$ cat src/rtl/if_stage_pkg.sv
// Shared CPU-wide definitions for the fetch stage: bus widths, reset PC and bus layouts.
package if_stage_pkg;

  localparam int          FS_TO_DS_BUS_WD = 64;
  localparam int          BR_BUS_WD       = 33;
  localparam logic [31:0] RESET_PC        = 32'h1BFF_FFFC;

  typedef struct packed {
    logic [31:0] inst;
    logic [31:0] pc;
  } fs_to_ds_t;

  typedef struct packed {
    logic        taken;
    logic [31:0] target;
  } br_bus_t;

endpackage

$ cat src/rtl/if_stage.sv
// Instruction fetch stage over a req/addr_ok/data_ok SRAM-like bus with branch cancel tracking.
// Optional delivered-instruction counter enabled by defining FS_PERF_CNT_EN.
module if_stage
  import if_stage_pkg::*;
(
  input  logic                       clk,
  input  logic                       reset,
  input  logic                       ds_allowin,
  input  logic [BR_BUS_WD-1:0]       br_bus,
  output logic                       fs_to_ds_valid,
  output logic [FS_TO_DS_BUS_WD-1:0] fs_to_ds_bus,
  output logic                       inst_sram_req,
  output logic                       inst_sram_wr,
  output logic [1:0]                 inst_sram_size,
  output logic [31:0]                inst_sram_addr,
  input  logic                       inst_sram_addr_ok,
  input  logic                       inst_sram_data_ok,
  input  logic [31:0]                inst_sram_rdata,
  output logic [31:0]                fs_inst_cnt
);

  br_bus_t     br;
  fs_to_ds_t   fs_out;
  logic        fs_valid, inst_buf_valid, br_buf_valid;
  logic [1:0]  cancel_cnt;
  logic [31:0] fs_pc, inst_buf, br_buf_target, nextpc;
  logic        data_live, fs_ready_go, fs_allowin, accept, handoff, capture;
  logic        cancel_inc, cancel_dec;

  assign br = br_bus;

  assign nextpc = br_buf_valid ? br_buf_target :
                  br.taken     ? br.target     : fs_pc + 32'd4;

  // Returned data belongs to fs only once all cancelled responses have drained.
  assign data_live   = inst_sram_data_ok & (cancel_cnt == 2'd0);
  assign fs_ready_go = inst_buf_valid | data_live;
  assign fs_allowin  = !fs_valid | (fs_ready_go & ds_allowin) | br.taken;

  assign inst_sram_req  = !reset & fs_allowin;
  assign inst_sram_wr   = 1'b0;
  assign inst_sram_size = 2'd2;
  assign inst_sram_addr = nextpc;
  assign accept         = inst_sram_req & inst_sram_addr_ok;

  assign fs_to_ds_valid = !reset & fs_valid & fs_ready_go & !br.taken;
  assign handoff        = fs_to_ds_valid & ds_allowin;
  assign capture        = data_live & fs_valid & !ds_allowin & !br.taken;

  assign cancel_inc = br.taken & fs_valid & !fs_ready_go;
  assign cancel_dec = inst_sram_data_ok & (cancel_cnt != 2'd0);

  assign fs_out.inst  = inst_buf_valid ? inst_buf : inst_sram_rdata;
  assign fs_out.pc    = fs_pc;
  assign fs_to_ds_bus = fs_out;

  always_ff @(posedge clk) begin
    if (reset) begin
      fs_valid       <= 1'b0;
      fs_pc          <= RESET_PC;
      inst_buf_valid <= 1'b0;
      inst_buf       <= 32'd0;
      br_buf_valid   <= 1'b0;
      br_buf_target  <= 32'd0;
      cancel_cnt     <= 2'd0;
    end else begin
      // A newly accepted address wins over any clear in the same cycle.
      if (accept) begin
        fs_valid <= 1'b1;
        fs_pc    <= nextpc;
      end else if (br.taken | handoff) begin
        fs_valid <= 1'b0;
      end

      if (accept | br.taken | handoff) inst_buf_valid <= 1'b0;
      else if (capture)                inst_buf_valid <= 1'b1;
      if (capture) inst_buf <= inst_sram_rdata;

      if (accept) begin
        br_buf_valid <= 1'b0;
      end else if (br.taken) begin
        br_buf_valid  <= 1'b1;
        br_buf_target <= br.target;
      end

      case ({cancel_inc, cancel_dec})
        2'b10:   cancel_cnt <= cancel_cnt + 2'd1;
        2'b01:   cancel_cnt <= cancel_cnt - 2'd1;
        default: cancel_cnt <= cancel_cnt;
      endcase
    end
  end

`ifdef FS_PERF_CNT_EN
  always_ff @(posedge clk) begin
    if (reset)        fs_inst_cnt <= 32'd0;
    else if (handoff) fs_inst_cnt <= fs_inst_cnt + 32'd1;
  end
`else
  assign fs_inst_cnt = 32'd0;
`endif

endmodule

$ cat config.mk
export PLATFORM = sky130hd
export DESIGN_NAME = if_stage
export DESIGN_NICKNAME = d
export VERILOG_FILES = /design/src/rtl/if_stage_pkg.sv /design/src/rtl/if_stage.sv
export SDC_FILE = /design/constraint.sdc
export NUM_CORES = 1
export LEC_CHECK = 0
export BUFFER_PORTS_ARGS = -buffer_cell sky130_fd_sc_hd__buf_2
export CAP_MARGIN = 20
export CORE_UTILIZATION = 28
export CTS_CLUSTER_SIZE = 12
export DETAILED_ROUTE_END_ITERATION = 12
export GPL_TIMING_DRIVEN = 0
export HOLD_SLACK_MARGIN = 0.03
export PLACE_DENSITY = 0.58
export SLEW_MARGIN = 10
export SYNTH_ARGS = -nofsm -noshare
export SYNTH_HDL_FRONTEND = slang
export SYNTH_SLANG_ARGS = --single-unit
$ cat constraint.sdc
create_clock -name clk -period 2.05 [get_ports clk]
set_input_delay 0.3075 -clock clk [delete_from_list [all_inputs] [get_ports clk]]
set_output_delay 0.3075 -clock clk [all_outputs]
set_load 0.05 [all_outputs]
# After elaboration in Yosys (flattened, before gate mapping)
# Index checks and enable logic that the tools add are counted.
# W data, S select, Z words.
[op_classes]
n_addsub = 3
eq_ne = 2
muxes = 6
bitwise_logic = 21
reduce_logical = 12
[ops]
columns = ["op", "count"]
rows = [
  ["$mux W32", 3],
  ["$add A32 B3 Y32 const B", 1],
  ["$and A1 B1 Y1", 14],
  ["$or A1 B1 Y1", 6],
  ["$reduce_bool A2 Y1", 3],
  ["$logic_not A1 Y1", 5],
  ["$pmux W2 S2", 1],
  ["$reduce_or A2 Y1", 2],
  ["$add A2 B1 Y2 const B", 1],
  ["$eq A2 B1 Y1 const B", 1],
  ["$eq A2 B2 Y1 const B", 1],
  ["$logic_not A2 Y1", 1],
  ["$mux W1", 2],
  ["$reduce_and A2 Y1", 1],
  ["$sub A2 B1 Y2 const B", 1],
  ["$not A1 Y1", 1],
]
[word_totals]
register_bits = 101

# Depth between registers and ports, before layout
[logic_depth]
depth_word = 11
mapped_depth = 7
mapped_depth_nobuf = 7

# Least setup slack after synthesis
# OpenSTA, ideal clock, no wires.
[synth_timing]
kind = "register to output"
from = "register fs_pc[2]"
to = "output port inst_sram_addr[24]"
arrival_time_ns = 2.983
t_required_ns = 1.742
slack_ns = -1.241
path_stages_with_launch = 7
cell_sequence = "dfxtp_1 > ha_1 > and4_1 > nand3_1 > nor3_1 > xnor2_1 > o21ai_0"
[synth_between]
elab_chain_cells = 3
[synth_rtl]
columns = ["item", "line", "rtl"]
rows = [
  ["from (decl)", "if_stage.sv:26", "logic [31:0] fs_pc, inst_buf, br_buf_target, nextpc;"],
  ["from (signal assigned)", "if_stage.sv:70", "fs_pc <= nextpc;"],
  ["$add A32 B3 Y32", "if_stage.sv:33", "br.taken ? br.target : fs_pc + 32'd4;"],
  ["$mux W32", "if_stage.sv:33", ""],
  ["$mux W32", "if_stage.sv:32", "assign nextpc = br_buf_valid ? br_buf_target :"],
  ["to (decl)", "if_stage.sv:15", "output logic [31:0] inst_sram_addr,"],
]
# Every way passes these cells.

# Worst setup path after layout
[layout_timing]
from = "register fs_pc[27]"
to = "output port inst_sram_addr[31]"
# The elaborated chain is that of the path after synthesis.

==> metrics.txt <==
# TYPE chip_impl_metric gauge
chip_impl_info{name="netlist_top_cells_area",value="sky130_fd_sc_hd__dfxtp_1 35%, sky130_fd_sc_hd__nand2_1 12%, sky130_fd_sc_hd__a21oi_1 7.2%, sky130_fd_sc_hd__mux2_2 6.6%, sky130_fd_sc_hd__buf_4 5.1%"} 1
chip_impl_metric{name="leakage",unit="nW"} 3.67
chip_impl_info{name="startpoint",value="fs_pc[27]"} 1
chip_impl_metric{name="power.switching_fraction",unit="%"} 41.3
chip_impl_metric{name="final_area",unit="mm2"} 0.00897
chip_impl_metric{name="global_route_wire_length_before_repair",unit="um"} 34600
chip_impl_metric{name="power",unit="mW"} 6.77
chip_impl_info{name="slowest_stage",value="sky130_fd_sc_hd__or4_4"} 1
chip_impl_metric{name="synth.yosys.seq_area_share",unit="%"} 35.0
chip_impl_metric{name="critical_path.max_fanout",unit=""} 6
chip_impl_metric{name="wl_met1",unit="um"} 9570
chip_impl_metric{name="clkTransAtPathRegs",unit="ns"} 0.08
chip_impl_metric{name="cellInternalPower",unit="mW"} 3.97
chip_impl_metric{name="area_delta_synth_final",unit="%"} 55.4
chip_impl_metric{name="setup_slack",unit="ns"} -0.378
chip_impl_metric{name="synth_area_per_cell",unit="um2"} 7.79
chip_impl_metric{name="first_global_vias",unit=""} 6219
chip_impl_metric{name="total_switching_power",unit="mW"} 2.80
chip_impl_info{name="synth_ff_type",value="sky130_fd_sc_hd__dfxtp_1"} 1
chip_impl_info{name="cts_tree",value="built"} 1
chip_impl_metric{name="dpl.cell_count",unit=""} 1210
chip_impl_metric{name="die_height",unit="um"} 146
chip_impl_metric{name="core",unit="mm2"} 0.0202
chip_impl_metric{name="yosysWarnings",unit=""} 0
chip_impl_metric{name="wl_met3",unit="um"} 1850
chip_impl_metric{name="num_io_pins",unit=""} 203
chip_impl_info{name="critical_path.endpoint",value="inst_sram_addr[31]"} 1
chip_impl_info{name="yosys-top-cells-count",value="177 x sky130_fd_sc_hd__nand2_1, 101 x sky130_fd_sc_hd__dfxtp_1, 83 x sky130_fd_sc_hd__a21oi_1"} 1
chip_impl_metric{name="globalRoute.totalOverflow",unit=""} 0
chip_impl_metric{name="synthCells",unit=""} 741
chip_impl_metric{name="cts_sinks",unit=""} 101
chip_impl_metric{name="irDropWorstVdd",unit="uV"} 431
chip_impl_metric{name="via_per_inst",unit=""} 5.01
chip_impl_metric{name="routed_wirelength",unit="um"} 22700
chip_impl_metric{name="power.density",unit="mW/mm2"} 755
chip_impl_metric{name="drc_errors",unit=""} 0
chip_impl_metric{name="grt_max_degree",unit=""} 19
chip_impl_metric{name="tightest_slew",unit="ns"} 0.733
chip_impl_metric{name="cts_htree_levels",unit=""} 3
chip_impl_info{name="reg2reg_from",value="fs_pc[13]"} 1
chip_impl_metric{name="max_stage_delay",unit="ns"} 0.49
chip_impl_metric{name="yosys.area.top_type_share",unit="%"} 35.0
chip_impl_metric{name="route.met2.wl",unit="um"} 10700
chip_impl_metric{name="cts_buffers",unit=""} 9
chip_impl_info{name="yosys.cell_count.top_type",value="sky130_fd_sc_hd__nand2_1"} 1
chip_impl_metric{name="route.detailed.wl_per_inst",unit="um"} 17.5
chip_impl_metric{name="timing.slew.headroom",unit="%"} 51.1
chip_impl_metric{name="deepest_clock_path_buffer_count",unit=""} 2
chip_impl_metric{name="clock-skew-final",unit="ns"} 0.00973
chip_impl_info{name="ctsRootBufferMaster",value="sky130_fd_sc_hd__clkbuf_16"} 1
chip_impl_metric{name="async_reset_ff_share",unit="%"} 0
chip_impl_info{name="status",value="finished with violations"} 1
chip_impl_metric{name="reg2regPathDepth",unit=""} 7
chip_impl_info{name="critPathKind",value="reg2out"} 1
chip_impl_metric{name="final_nets",unit=""} 1095
chip_impl_metric{name="routed-via-count",unit=""} 6507
chip_impl_metric{name="finalSetupViolations",unit=""} 24
chip_impl_metric{name="insertion_delay",unit="ns"} 0.36
chip_impl_info{name="top_signal_layer_used",value="met5"} 1
chip_impl_info{name="crit_chain",value="nand4_1, or4_4, o31ai_2, nor3b_2, o21ai_2, buf_6"} 1
chip_impl_metric{name="cp_data_required_time",unit="ns"} 1.74
chip_impl_info{name="grt_setup_unrepaired",value="true"} 1
chip_impl_metric{name="drv.max_cap_violation_count",unit=""} 0
chip_impl_metric{name="finalCriticalPeriod",unit="ns"} 2.43
chip_impl_metric{name="worst_ep_arrival_time",unit="ns"} 2.12
chip_impl_metric{name="place_area",unit="mm2"} 0.00740
chip_impl_metric{name="drive_gt1_share",unit="%"} 46.4
chip_impl_metric{name="design.die.area",unit="mm2"} 0.0212
chip_impl_metric{name="synth_cell_type_count",unit=""} 67
chip_impl_metric{name="port_buffers",unit=""} 166
chip_impl_metric{name="drt_iter0_drcs",unit=""} 395
chip_impl_metric{name="synth.ff_latch_count",unit=""} 101
chip_impl_metric{name="finalHoldViolCount",unit=""} 0
chip_impl_metric{name="synth_edf_count",unit=""} 0
chip_impl_metric{name="netlist_area",unit="mm2"} 0.00577
chip_impl_metric{name="overall_global_routing_resource_usage",unit="%"} 21.1
chip_impl_metric{name="detailed_place_hpwl",unit="um"} 15500
chip_impl_metric{name="regToRegSetupSlack",unit="ns"} 0.11
chip_impl_metric{name="place_congestion",unit=""} 0.860
chip_impl_metric{name="die-width",unit="um"} 146
chip_impl_metric{name="p_seq_share",unit="%"} 32.2
chip_impl_metric{name="initial_core_utilization",unit="%"} 28.5
chip_impl_info{name="yosys.area.top_type",value="sky130_fd_sc_hd__dfxtp_1"} 1
chip_impl_metric{name="placement_rows",unit=""} 52
chip_impl_info{name="cp-start-kind",value="register"} 1
chip_impl_metric{name="fillers",unit=""} 1990
chip_impl_metric{name="post-route-period-util",unit="%"} 118
chip_impl_info{name="end_kind",value="output pin"} 1
chip_impl_metric{name="tns",unit="ns"} -5.84
chip_impl_metric{name="non_filler_instance_count_after_layout",unit=""} 1300
chip_impl_metric{name="power.share.clock",unit="%"} 25.3
chip_impl_metric{name="antenna_violations_before_repair",unit=""} 4
chip_impl_metric{name="maxClockFrequency",unit="GHz"} 0.412
chip_impl_metric{name="power_frac_comb",unit="%"} 42.5
chip_impl_info{name="hold_path_class",value="in2reg"} 1
chip_impl_metric{name="drt_pass1_iterations",unit=""} 5
chip_impl_metric{name="drtAntennaViolNets",unit=""} 0
chip_impl_info{name="failing_checks",value="setup timing"} 1
chip_impl_metric{name="report.final.slew_viol_count",unit=""} 0
chip_impl_info{name="timing.rr.end",value="fs_pc[22]"} 1
==> metrics by stage <==
step / setup WS, ns / hold slack (ns) / utilization, %
6_report: -0.378 / 0.181 / 44.3
5_1_grt: -0.436 / 0.182 / 44.3
4_1_cts: -0.517 / 0.171 / 42.9
3_5_place_dp: -0.771 / 0.446 / 36.6
3_3_place_gp: -0.755 / 0.440 / 36.6
2_1_floorplan: -0.196 / 0.422 / -
==> registers in the layout (all words and copies together), names as in the netlist <==
signal,count
br_buf_valid,1
fs_valid,1
cancel_cnt,2
fs_pc,32
inst_buf_valid,1
br_buf_target,32
inst_buf,32
==> power by group through the flow <==
stage          combinational, mW  sequential [mW]  clock, mW
4_1_cts                     2.72             2.17       1.75
2_1_floorplan               1.48             2.41          0
5_1_grt                     3.02             2.19       1.82
3_3_place_gp                2.17             2.25          0
3_5_place_dp                2.18             2.26          0
6_report                    2.88             2.18       1.71
==> final cells by class <==
cell class / count / area [um2] / area share [%]
antenna: 2 / 5.00 / 0.0558
sequential: 101 / 2130 / 23.8
inverter: 8 / 33.8 / 0.377
clock buffer: 9 / 225 / 2.51
buffer: 79 / 523 / 5.83
clock inverter: 7 / 55.1 / 0.614
multi-input combinational: 581 / 3960 / 44.2
tap: 270 / 338 / 3.77
timing repair buffer: 243 / 1690 / 18.9
==> placed cells by master (no fill, tap or decap), types with 10 or more instances in the layout <==
cell,netlist,routed
sky130_fd_sc_hd__dfxtp_1,101,70
sky130_fd_sc_hd__buf_6,0,42
sky130_fd_sc_hd__a22oi_1,13,12
sky130_fd_sc_hd__conb_1,2,35
sky130_fd_sc_hd__clkbuf_16,0,10
sky130_fd_sc_hd__o21ai_0,37,16
sky130_fd_sc_hd__mux2_2,34,34
sky130_fd_sc_hd__a21oi_1,83,79
sky130_fd_sc_hd__dfxtp_4,0,29
sky130_fd_sc_hd__clkbuf_1,34,20
sky130_fd_sc_hd__o21ai_2,0,11
sky130_fd_sc_hd__buf_4,39,101
sky130_fd_sc_hd__nand3_1,20,10
sky130_fd_sc_hd__buf_2,6,138
sky130_fd_sc_hd__nand2_1,177,172
sky130_fd_sc_hd__nor2_1,20,17
==> routing by layer <==
metal | up-vias | global-route usage, %
met5 | - | 0
met4 | 4 | 7.26
met3 | 40 | 6.05
met2 | 252 | 34.9
met1 | 3085 | 26.3
li1 | 3126 | -
==> critical path: cells and delay by family (launching register included) <==
kind	cells	cell delay [ns]
and+or+nand+nor	3	0.89
DFF	1	0.40
buffers and inverters	1	0.15
AOI/OAI and AO/OA	2	0.32
==> timing repair <==
item                       CTS  global route
hold buffers                 0             0
setup endpoints to repair  103            76
resized for setup          144            53
pin swaps                   36            35
setup buffers               63            15
==> how the worst min path moves through the flow <==
stage,start,end,slack (ns),cells past startpoint
floorplan,ds_allowin,inst_buf_valid,0.42,1
global placement,inst_buf[27],inst_buf[27],0.44,2
detailed placement,inst_buf[2],inst_buf[2],0.45,2
CTS,inst_sram_rdata[0],inst_buf[0],0.17,3
global route,inst_sram_rdata[18],inst_buf[18],0.18,3
finish,inst_sram_rdata[0],inst_buf[0],0.18,3
==> cell families (layout without fill, tap and decap cells) <==
family	count (synthesis)	in the layout	synth area share (%)
buffers and inverters	92	346	8.65
multiplexers	42	42	8.02
AO/OA/AOI/OAI	194	194	20.9
flip-flops	101	101	35.0
XOR/XNOR	25	25	3.80
AND/OR/NAND/NOR	283	283	23.0
adder cells (fa/ha/maj)	2	2	0.434
other	2	37	0.130
Power figures use the tool's default switching activity.
